[config.mk]
export PLATFORM = sky130hd
export DESIGN_NAME = madd_result_collector_flat
export DESIGN_NICKNAME = d
export VERILOG_FILES = /design/src/rtl/pe_collect_pkg.sv /design/src/rtl/madd_result_collector_if.sv /design/src/rtl/result_sync_fifo.sv /design/src/rtl/madd_result_collector.sv /design/src/flat_wrapper.sv
export SDC_FILE = /design/constraint.sdc
export NUM_CORES = 1
export LEC_CHECK = 0
export CAP_MARGIN = 20
export CORE_MARGIN = 2
export CORE_UTILIZATION = 62
export CTS_BUF_LIST = sky130_fd_sc_hd__clkbuf_8
export CTS_CLUSTER_SIZE = 28
export DETAILED_ROUTE_END_ITERATION = 16
export PLACE_DENSITY_LB_ADDON = 0.1
export SETUP_SLACK_MARGIN = 0.4
export SLEW_MARGIN = 10
export SYNTH_ARGS = -nofsm -noshare
export SYNTH_HDL_FRONTEND = slang
export SYNTH_HIERARCHICAL = 1
export SYNTH_SLANG_ARGS = --single-unit
[constraint.sdc]
create_clock -name clock -period 21.8 [get_ports clock]
set_input_delay 6.54 -clock clock [delete_from_list [all_inputs] [get_ports clock]]
set_output_delay 6.54 -clock clock [all_outputs]
set_load 0.1 [all_outputs]
[src/rtl/pe_collect_pkg.sv]
// Shared widths, saturation bounds and the requantization helper
// used by the madd result collector.
package pe_collect_pkg;

    localparam int ACC_WIDTH  = 32;
    localparam int OUT_WIDTH  = 16;
    localparam int MADD_WIDTH = 32;

    localparam logic signed [ACC_WIDTH:0] SAT_HI =
        (ACC_WIDTH + 1)'(2 ** (OUT_WIDTH - 1) - 1);
    localparam logic signed [ACC_WIDTH:0] SAT_LO =
        (ACC_WIDTH + 1)'(-(2 ** (OUT_WIDTH - 1)));

    // One extra bit keeps the rounding add from wrapping.
    function automatic logic signed [OUT_WIDTH-1:0] shift_round_sat(
        input logic signed [ACC_WIDTH-1:0] acc,
        input logic [4:0]                  sh
    );
        logic signed [ACC_WIDTH:0] ext;
        logic signed [ACC_WIDTH:0] rnd;
        logic signed [ACC_WIDTH:0] r;
        ext = {acc[ACC_WIDTH-1], acc};
        rnd = '0;
        if (sh != 5'd0) rnd[sh - 5'd1] = 1'b1;
        r = (ext + rnd) >>> sh;
        if (r > SAT_HI) return SAT_HI[OUT_WIDTH-1:0];
        if (r < SAT_LO) return SAT_LO[OUT_WIDTH-1:0];
        return r[OUT_WIDTH-1:0];
    endfunction

endpackage

[src/rtl/madd_result_collector_if.sv]
// Issue-side and drain-side signals of the madd result collector;
// master is the PE side driving beats, slave is the collector.
interface madd_result_collector_if;
    import pe_collect_pkg::*;

    logic                         ivalid;
    logic                         ilast;
    logic                         iready;
    logic signed [MADD_WIDTH-1:0] madd_result;
    logic signed [ACC_WIDTH-1:0]  bias;
    logic [4:0]                   shift;
    logic                         ovalid;
    logic                         oready;
    logic signed [OUT_WIDTH-1:0]  odata;

    modport master (
        output ivalid, ilast, madd_result, bias, shift, oready,
        input  iready, ovalid, odata
    );

    modport slave (
        input  ivalid, ilast, madd_result, bias, shift, oready,
        output iready, ovalid, odata
    );

endinterface

[src/rtl/result_sync_fifo.sv]
// Small synchronous FIFO for finished group results; the read port
// keeps showing the last popped word while empty.
module result_sync_fifo #(
    parameter int DEPTH = 4,
    parameter int WIDTH = 16
) (
    input  logic                     clock,
    input  logic                     reset,
    input  logic                     push,
    input  logic                     pop,
    input  logic [WIDTH-1:0]         wdata,
    output logic [WIDTH-1:0]         rdata,
    output logic                     full,
    output logic                     empty,
    output logic [$clog2(DEPTH):0]   count
);
    localparam int AW = $clog2(DEPTH);

    logic [WIDTH-1:0] mem [DEPTH];
    logic [AW-1:0]    wr_ptr;
    logic [AW-1:0]    rd_ptr;
    logic [WIDTH-1:0] last_q;
    logic             do_push;
    logic             do_pop;

    assign empty   = (count == '0);
    assign full    = (count == (AW + 1)'(DEPTH));
    assign do_pop  = pop && !empty;
    assign do_push = push && (!full || do_pop);
    assign rdata   = empty ? last_q : mem[rd_ptr];

    always_ff @(posedge clock) begin
        if (do_push) mem[wr_ptr] <= wdata;
    end

    always_ff @(posedge clock) begin
        if (reset) begin
            wr_ptr <= '0;
            rd_ptr <= '0;
            count  <= '0;
            last_q <= '0;
        end else begin
            if (do_push) wr_ptr <= wr_ptr + AW'(1);
            if (do_pop) begin
                rd_ptr <= rd_ptr + AW'(1);
                last_q <= mem[rd_ptr];
            end
            count <= count + (AW + 1)'(do_push) - (AW + 1)'(do_pop);
        end
    end

endmodule

[src/rtl/madd_result_collector.sv]
// Aligns issued beats with the fixed-latency madd output, accumulates each
// dot-product group, requantizes and queues results behind ready/valid.
module madd_result_collector
    import pe_collect_pkg::*;
#(
    parameter int MADD_LATENCY = 4,
    parameter int FIFO_DEPTH   = 4
) (
    input logic                    clock,
    input logic                    reset,
    madd_result_collector_if.slave bus
);
    localparam int CW = $clog2(FIFO_DEPTH) + 1;

    logic [MADD_LATENCY-1:0]     v_line;
    logic [MADD_LATENCY-1:0]     l_line;
    logic                        v_d;
    logic                        l_d;
    logic                        accept;
    logic                        first;
    logic signed [ACC_WIDTH-1:0] acc;
    logic signed [ACC_WIDTH-1:0] acc_next;
    logic                        push;
    logic signed [OUT_WIDTH-1:0] push_data;
    logic                        pop;
    logic                        full;
    logic                        empty;
    logic [CW-1:0]               count;
    logic [CW-1:0]               inflight;
    logic [CW:0]                 used;

    assign accept = bus.ivalid && bus.iready;
    assign v_d    = v_line[MADD_LATENCY-1];
    assign l_d    = l_line[MADD_LATENCY-1];

    // Credit covers both queued results and groups still in the pipe.
    assign used       = {1'b0, count} + {1'b0, inflight};
    assign bus.iready = !reset && (used < (CW + 1)'(FIFO_DEPTH));

    assign acc_next = (first ? bus.bias : acc)
                    + ACC_WIDTH'(bus.madd_result);

    always_ff @(posedge clock) begin
        if (reset) begin
            v_line    <= '0;
            l_line    <= '0;
            acc       <= '0;
            first     <= 1'b1;
            push      <= 1'b0;
            push_data <= '0;
            inflight  <= '0;
        end else begin
            v_line <= {v_line[MADD_LATENCY-2:0], accept};
            l_line <= {l_line[MADD_LATENCY-2:0], bus.ilast};
            if (v_d) begin
                acc   <= acc_next;
                first <= l_d;
            end
            push <= v_d && l_d;
            if (v_d && l_d) push_data <= shift_round_sat(acc_next, bus.shift);
            inflight <= inflight + CW'(accept && bus.ilast) - CW'(push);
        end
    end

    assign pop        = bus.ovalid && bus.oready;
    assign bus.ovalid = !empty;

    result_sync_fifo #(
        .DEPTH(FIFO_DEPTH),
        .WIDTH(OUT_WIDTH)
    ) u_fifo (
        .clock(clock),
        .reset(reset),
        .push(push),
        .pop(pop),
        .wdata(push_data),
        .rdata(bus.odata),
        .full(full),
        .empty(empty),
        .count(count)
    );

    a_no_overflow: assert property (
        @(posedge clock) disable iff (reset) !(push && full && !pop)
    );

endmodule
[src/flat_wrapper.sv]
// flat-port wrapper written by rule: the top's interface ports become plain ports
module madd_result_collector_flat import pe_collect_pkg::*;
#(
    parameter int MADD_LATENCY = 4,
    parameter int FIFO_DEPTH   = 4
)
  (clock, reset, bus_ivalid, bus_ilast, bus_madd_result, bus_bias, bus_shift, bus_oready, bus_iready, bus_ovalid, bus_odata);
  madd_result_collector_if bus_i ();
  input logic clock;
  input logic reset;
  input wire logic [$bits(bus_i.ivalid)-1:0] bus_ivalid;
  input wire logic [$bits(bus_i.ilast)-1:0] bus_ilast;
  input wire logic [$bits(bus_i.madd_result)-1:0] bus_madd_result;
  input wire logic [$bits(bus_i.bias)-1:0] bus_bias;
  input wire logic [$bits(bus_i.shift)-1:0] bus_shift;
  input wire logic [$bits(bus_i.oready)-1:0] bus_oready;
  output wire logic [$bits(bus_i.iready)-1:0] bus_iready;
  output wire logic [$bits(bus_i.ovalid)-1:0] bus_ovalid;
  output wire logic [$bits(bus_i.odata)-1:0] bus_odata;
  assign bus_i.ivalid = bus_ivalid;
  assign bus_i.ilast = bus_ilast;
  assign bus_i.madd_result = bus_madd_result;
  assign bus_i.bias = bus_bias;
  assign bus_i.shift = bus_shift;
  assign bus_i.oready = bus_oready;
  assign bus_iready = bus_i.iready;
  assign bus_ovalid = bus_i.ovalid;
  assign bus_odata = bus_i.odata;
  madd_result_collector #(.MADD_LATENCY(MADD_LATENCY), .FIFO_DEPTH(FIFO_DEPTH)) u_core (.clock(clock), .reset(reset), .bus(bus_i));
endmodule
Word-level counts from Yosys, hierarchy flattened --
Memory sizes are Yosys's and may differ from the RTL's. A register that Yosys moved wholly into a read port is not among the register bits. Index checks and enable logic that the tools add are counted.
Operators by class: add/sub/neg operators 10, $lt $le $gt $ge 5, equal/unequal tests 1, shift-type cells 1, mux-type cells 22, reduce and logical (&&, ||, !) cells 14
Operators by type and width (count):
- two-way mux 16 bit | 5
- two-way mux 33 bit | 2
- two-way mux 32 bit | 2
- adder 32 x 33 -> 33 bit | 1
- > comparator 33 x 16 -> 1 bit (second input constant) | 1
- < comparator 33 x 16 -> 1 bit (second input constant) | 1
- >>> shifter 33 x 5 -> 33 bit | 1
- adder 32 bit | 1
- two-way mux 1 bit | 10
- logical AND 1 bit | 8
- < comparator 5 x 7 -> 1 bit (second input constant) | 1
- adder 3 x 1 -> 3 bit | 2
- subtractor 3 x 1 -> 3 bit | 2
- demux 1 bit (select 5 bit) | 1
- greater-or-equal comparator 5 x 1 -> 1 bit (second input constant) | 1
- nonzero test 5 bit | 1
- subtractor 5 x 1 -> 5 bit (second input constant) | 1
- adder 2 x 1 -> 2 bit (second input constant) | 2
- adder 3 x 3 -> 4 bit | 1
- < comparator 4 x 3 -> 1 bit (second input constant) | 1
- two-way mux 2 bit | 2
- equality test 3 bit (second input constant) | 1
- logical NOT 1 bit | 3
- logical NOT 3 bit | 1
- logical OR 1 bit | 1
Storage, ports and cells: flip-flop bits (word level) 84, RAM bits 64, input bits 74, output and inout port bits 18, memories kept 1
Memory list:
- u_core.u_fifo.mem | depth 4, width 16, read ports 1, clocked after memory_dff 1, write ports 1, line result_sync_fifo.sv:19 | logic [WIDTH-1:0] mem [DEPTH];

Depth between registers and ports, before layout --
depth after elaboration 19, gate-level depth with buffers 35

By module --
Netlist, hierarchy kept.
Modules (own cells, without submodules):
- madd_result_collector | instances 1, cells each 1097, area each 8588.2 um^2
- result_sync_fifo | instances 1, cells each 185, area each 3508.4 um^2

Worst setup path before layout --
No wires, ideal clock.
path type input port to output port, start input reset, end output bus_iready, arrival time 8602 ps, slack 6658 ps, stages on the path 2, buffers on the path 0, cell sequence or4_1 > a31oi_1
On the way: longest elaborated chain between the ends 2
RTL lines:
- start: declaration | line flat_wrapper.sv:10 | input logic reset;
- logical NOT 1 bit | line madd_result_collector.sv:38 | assign bus.iready = !reset && (used < (CW + 1)'(FIFO_DEPTH));
- logical AND 1 bit | line madd_result_collector.sv:38
- end: declaration | line flat_wrapper.sv:17 | output wire logic [$bits(bus_i.iready)-1:0] bus_iready;
Every way passes these cells.

Final worst setup path --
Ends and elaborated chain as after synthesis.

==> out/results.ini <==
[status]
status = finished, final reports clean

[layout]
diodes = 0
drive_gt1_share_pct = 13.3
syn_to_final_growth_pct = 10.9
final_cells = 1610
fillers = 1551
layout.nets = 1482
final_area_um2 = 13400

[clock_network]
clkLatencyLatePin_ns = 0.44
cts.sinks = 150
clock-root-buffer = clkbuf_8
cts_resized = 0
clkTransAtPathRegs_ns = 0.08
holdBufCountCts = 0
cts_tree = built
cts_made_buffers = 17
htree_num_levels = 4
cts_buffer_depth = 2
cts_setup_buffers = 0

[power_and_ir_drop]
combPwrFrac_pct = 40.5
seq_power_share_pct = 34.3
p_per_area_nw_per_um2 = 63.8
p_leak_nw = 5.12
max-vdd-ir-drop_v = 0.0000384
switchingPower_w = 0.000327
pwr-share-clk_pct = 25.2
internal_power_w = 0.000528
total_power_w = 0.000855
p_sw_share_pct = 38.2

[setup_path]
cp_data_required_time_ns = 15.26
slowest_delay_ns = 1.17
criticalPathCategory = input port to output port
critPathCaptureType = output port
path_max_fanout = 27
path_cells = buf_2 -> or4_1 -> a31oi_1 -> clkdlybuf4s50_1
cpMaxStageDelayCell = clkdlybuf4s50_1
arrival_ns = 8.73
rr_worst_depth = 32
reg2reg_to = u_core/push_data[14]
start_kind = input port
worstReg2RegStart = u_core/first
r2r_setup_slack_ns = 13.48

[synth]
syn_avg_cell_area_um2 = 9.44
yosys_register_bits = 150
synthesis.instances = 1282
synthArstFlopShare_pct = 0
synth_edf_count = 64
syn_nets = 1432
synth_flop_cell = dfxtp_1
synth_cell_types = 100
yosys_warnings = 6
yosysSeqAreaShare_pct = 30.1
synth_area_um2 = 12100

[hold_path]
min_from = u_core/l_line[2]
hold_path_class = flip-flop to flip-flop
hold_depth = 1
min_to = u_core/l_line[3]

[drt]
post_drt_wl_per_cell_um = 19.1
drc_errors = 0
vias = 10242
drt.antenna.violating_nets = 0
drt_iter0_markers = 683
drt_wl_total_um = 30700
drt_pre_antenna_iters = 5
viasPerCell = 6.36

[grt]
antenna_found_initial = 0
use_met3_pct = 3.40
met1_usage_pct = 38.4
grt_pass1_wl_um = 49700
grt_max_degree = 62
grt_use_total_pct = 30.5
met2_usage_pct = 54.1
grt_pass1_vias = 9676
globalRouteOverflowTotal = 0
grt-busiest-layer = met2

[die]
fp.dieArea_um2 = 20600
coreArea_um2 = 19300
die-height_um = 144
floorplan.initialDensity_pct = 62.6
die_w_um = 144
ios = 92
fp-row-count = 51

[placement]
place_area_um2 = 13000
placed_cells = 1576
portBuffers = 91
dp_slack_ns = 6.51
hpwl_um = 23200
gp_congestion = 0.967

[sta]
layout_worst_path_cycle_share_pct = 70.0
timing.final.hold_violations = 0
timing.clock.skew_ns = 0.0206
grt_setup_unrepaired = no
tightest_slew_ns = 0.973
fin_crit_ns = 15.27
tns_ns = 0
setup_viol = 0
relSlewSlack_pct = 34.9
drv_slew = 0
max_clock_freq_ghz = 0.0655
timing.final.ws_setup_ns = 6.53

[job]
maxCapViolCount = 0

==> per-stage QoR <==
stage          util [%]  hold WS (ns)
2_1_floorplan         -         0.414
5_1_grt            69.4         0.465
3_3_place_gp       67.2         0.415
3_5_place_dp       67.2         0.431
4_1_cts            69.2         0.449
6_report           69.4         0.443
==> flip-flops by register name, indices dropped and copies added, names as in the netlist, named ones only <==
signal and count:
u_core/u_fifo/last_q 16, u_core/u_fifo/mem 64, u_core/v_line 4, u_core/u_fifo/wr_ptr 2, u_core/u_fifo/rd_ptr 2, u_core/l_line 4
u_core/u_fifo/count 3, u_core/push 1, u_core/acc 32, u_core/first 1, u_core/push_data 16, u_core/inflight 3
==> Yosys cell counts, drive strengths merged, types with 6 or more instances <==
master	instances	area, um^2
nor2	156	591
dfxtp	86	1720
nand2	84	315
a21oi	74	370
ha	72	901
edfxtp	64	1920
mux2	63	709
mux2i	56	561
o21ai	56	295
buf	41	313
xnor2	38	340
nor3	33	181
clkbuf	32	120
a211oi	31	238
mux4	31	698
a21o	30	225
inv	28	105
xor2	21	184
nor2b	18	113
a22o	17	149
nand3	15	80.1
nand4	15	93.8
o211ai	15	113
and3	13	81.3
o32ai	13	189
a31oi	12	75.1
and2	12	75.1
o22ai	10	62.6
nand2b	9	56.3
a211o	8	70.1
nor4	7	65.1
o21bai	7	52.6
o31ai	7	71.3
or3	7	45.1
a21boi	6	48.8
==> power groups by stage <==
stage               registers [W]  logic (W)  clock network (W)
detailed placement       0.000300   0.000338                  0
CTS                      0.000293   0.000340           0.000220
global route             0.000294   0.000375           0.000233
floorplan                0.000299   0.000260                  0
finish                   0.000293   0.000346           0.000216
global placement         0.000300   0.000336                  0
==> cells in the final DEF (no fill, tap or decap), types with 7 or more instances in the layout <==
master / count
nand2_1: 84
nor2b_1: 18
edfxtp_1: 64
a21oi_1: 74
nor2_1: 154
nand4_1: 15
clkdlybuf4s50_1: 90
inv_1: 29
a21o_1: 30
xnor2_1: 37
dfxtp_1: 85
clkbuf_8: 17
mux2_2: 62
nor3_1: 31
a22o_1: 17
ha_1: 72
and3_1: 13
nand3_1: 14
o21bai_1: 7
xor2_1: 21
o22ai_1: 10
a211oi_1: 30
o21ai_0: 48
o211ai_1: 15
mux2i_1: 56
o32ai_2: 10
a211o_1: 8
a31oi_1: 12
and2_1: 12
mux4_2: 31
buf_4: 12
nand2b_1: 9
==> cells by family (layout without fill, tap and decap cells) <==
group | after synthesis | in the layout | synth area share, %
buffers and inverters | 104 | 167 | 4.58
DFF | 150 | 150 | 30.1
and+or+nand+nor | 397 | 397 | 15.9
adders and majority gates | 76 | 76 | 8.11
AOI/OAI and AO/OA | 345 | 345 | 20.6
muxes | 150 | 150 | 16.3
other | 1 | 1 | 0.0310
xor gates and xnor gates | 59 | 59 | 4.33
==> area by class of cell <==
type,count,area [um^2],share of cell area (%)
Tap cell,265,332,2.47
Multi-Input combinational cell,1028,7900,58.9
Clock buffer,17,234,1.74
Timing Repair Buffer,105,1030,7.69
Clock inverter,15,161,1.20
Inverter,30,113,0.839
Sequential cell,150,3640,27.2
==> critical path, delay by kind of cell <==
kind	cells	cell delay [ns]
buffers and inverters	2	1.44
AOI/OAI and AO/OA	1	0.19
and+or+nand+nor	1	0.56
==> layer usage <==
layer / part of all wire (%) / vias to the layer above
met4: 2.8 / 0
li1: - / 4955
met1: 42 / 4880
met3: 5.6 / 49
met2: 50 / 358
met5: 0 / -
==> worst max-delay path by stage <==
stage,startpoint,endpoint,slack [ns],cells after the start
CTS,reset,bus_iready,6.51,4
global route,reset,bus_iready,6.39,4
finish,reset,bus_iready,6.53,4
global placement,reset,bus_iready,6.54,4
floorplan,reset,bus_iready,6.66,2
detailed placement,reset,bus_iready,6.51,4
Note: power is estimated with default switching activity, not from simulation.
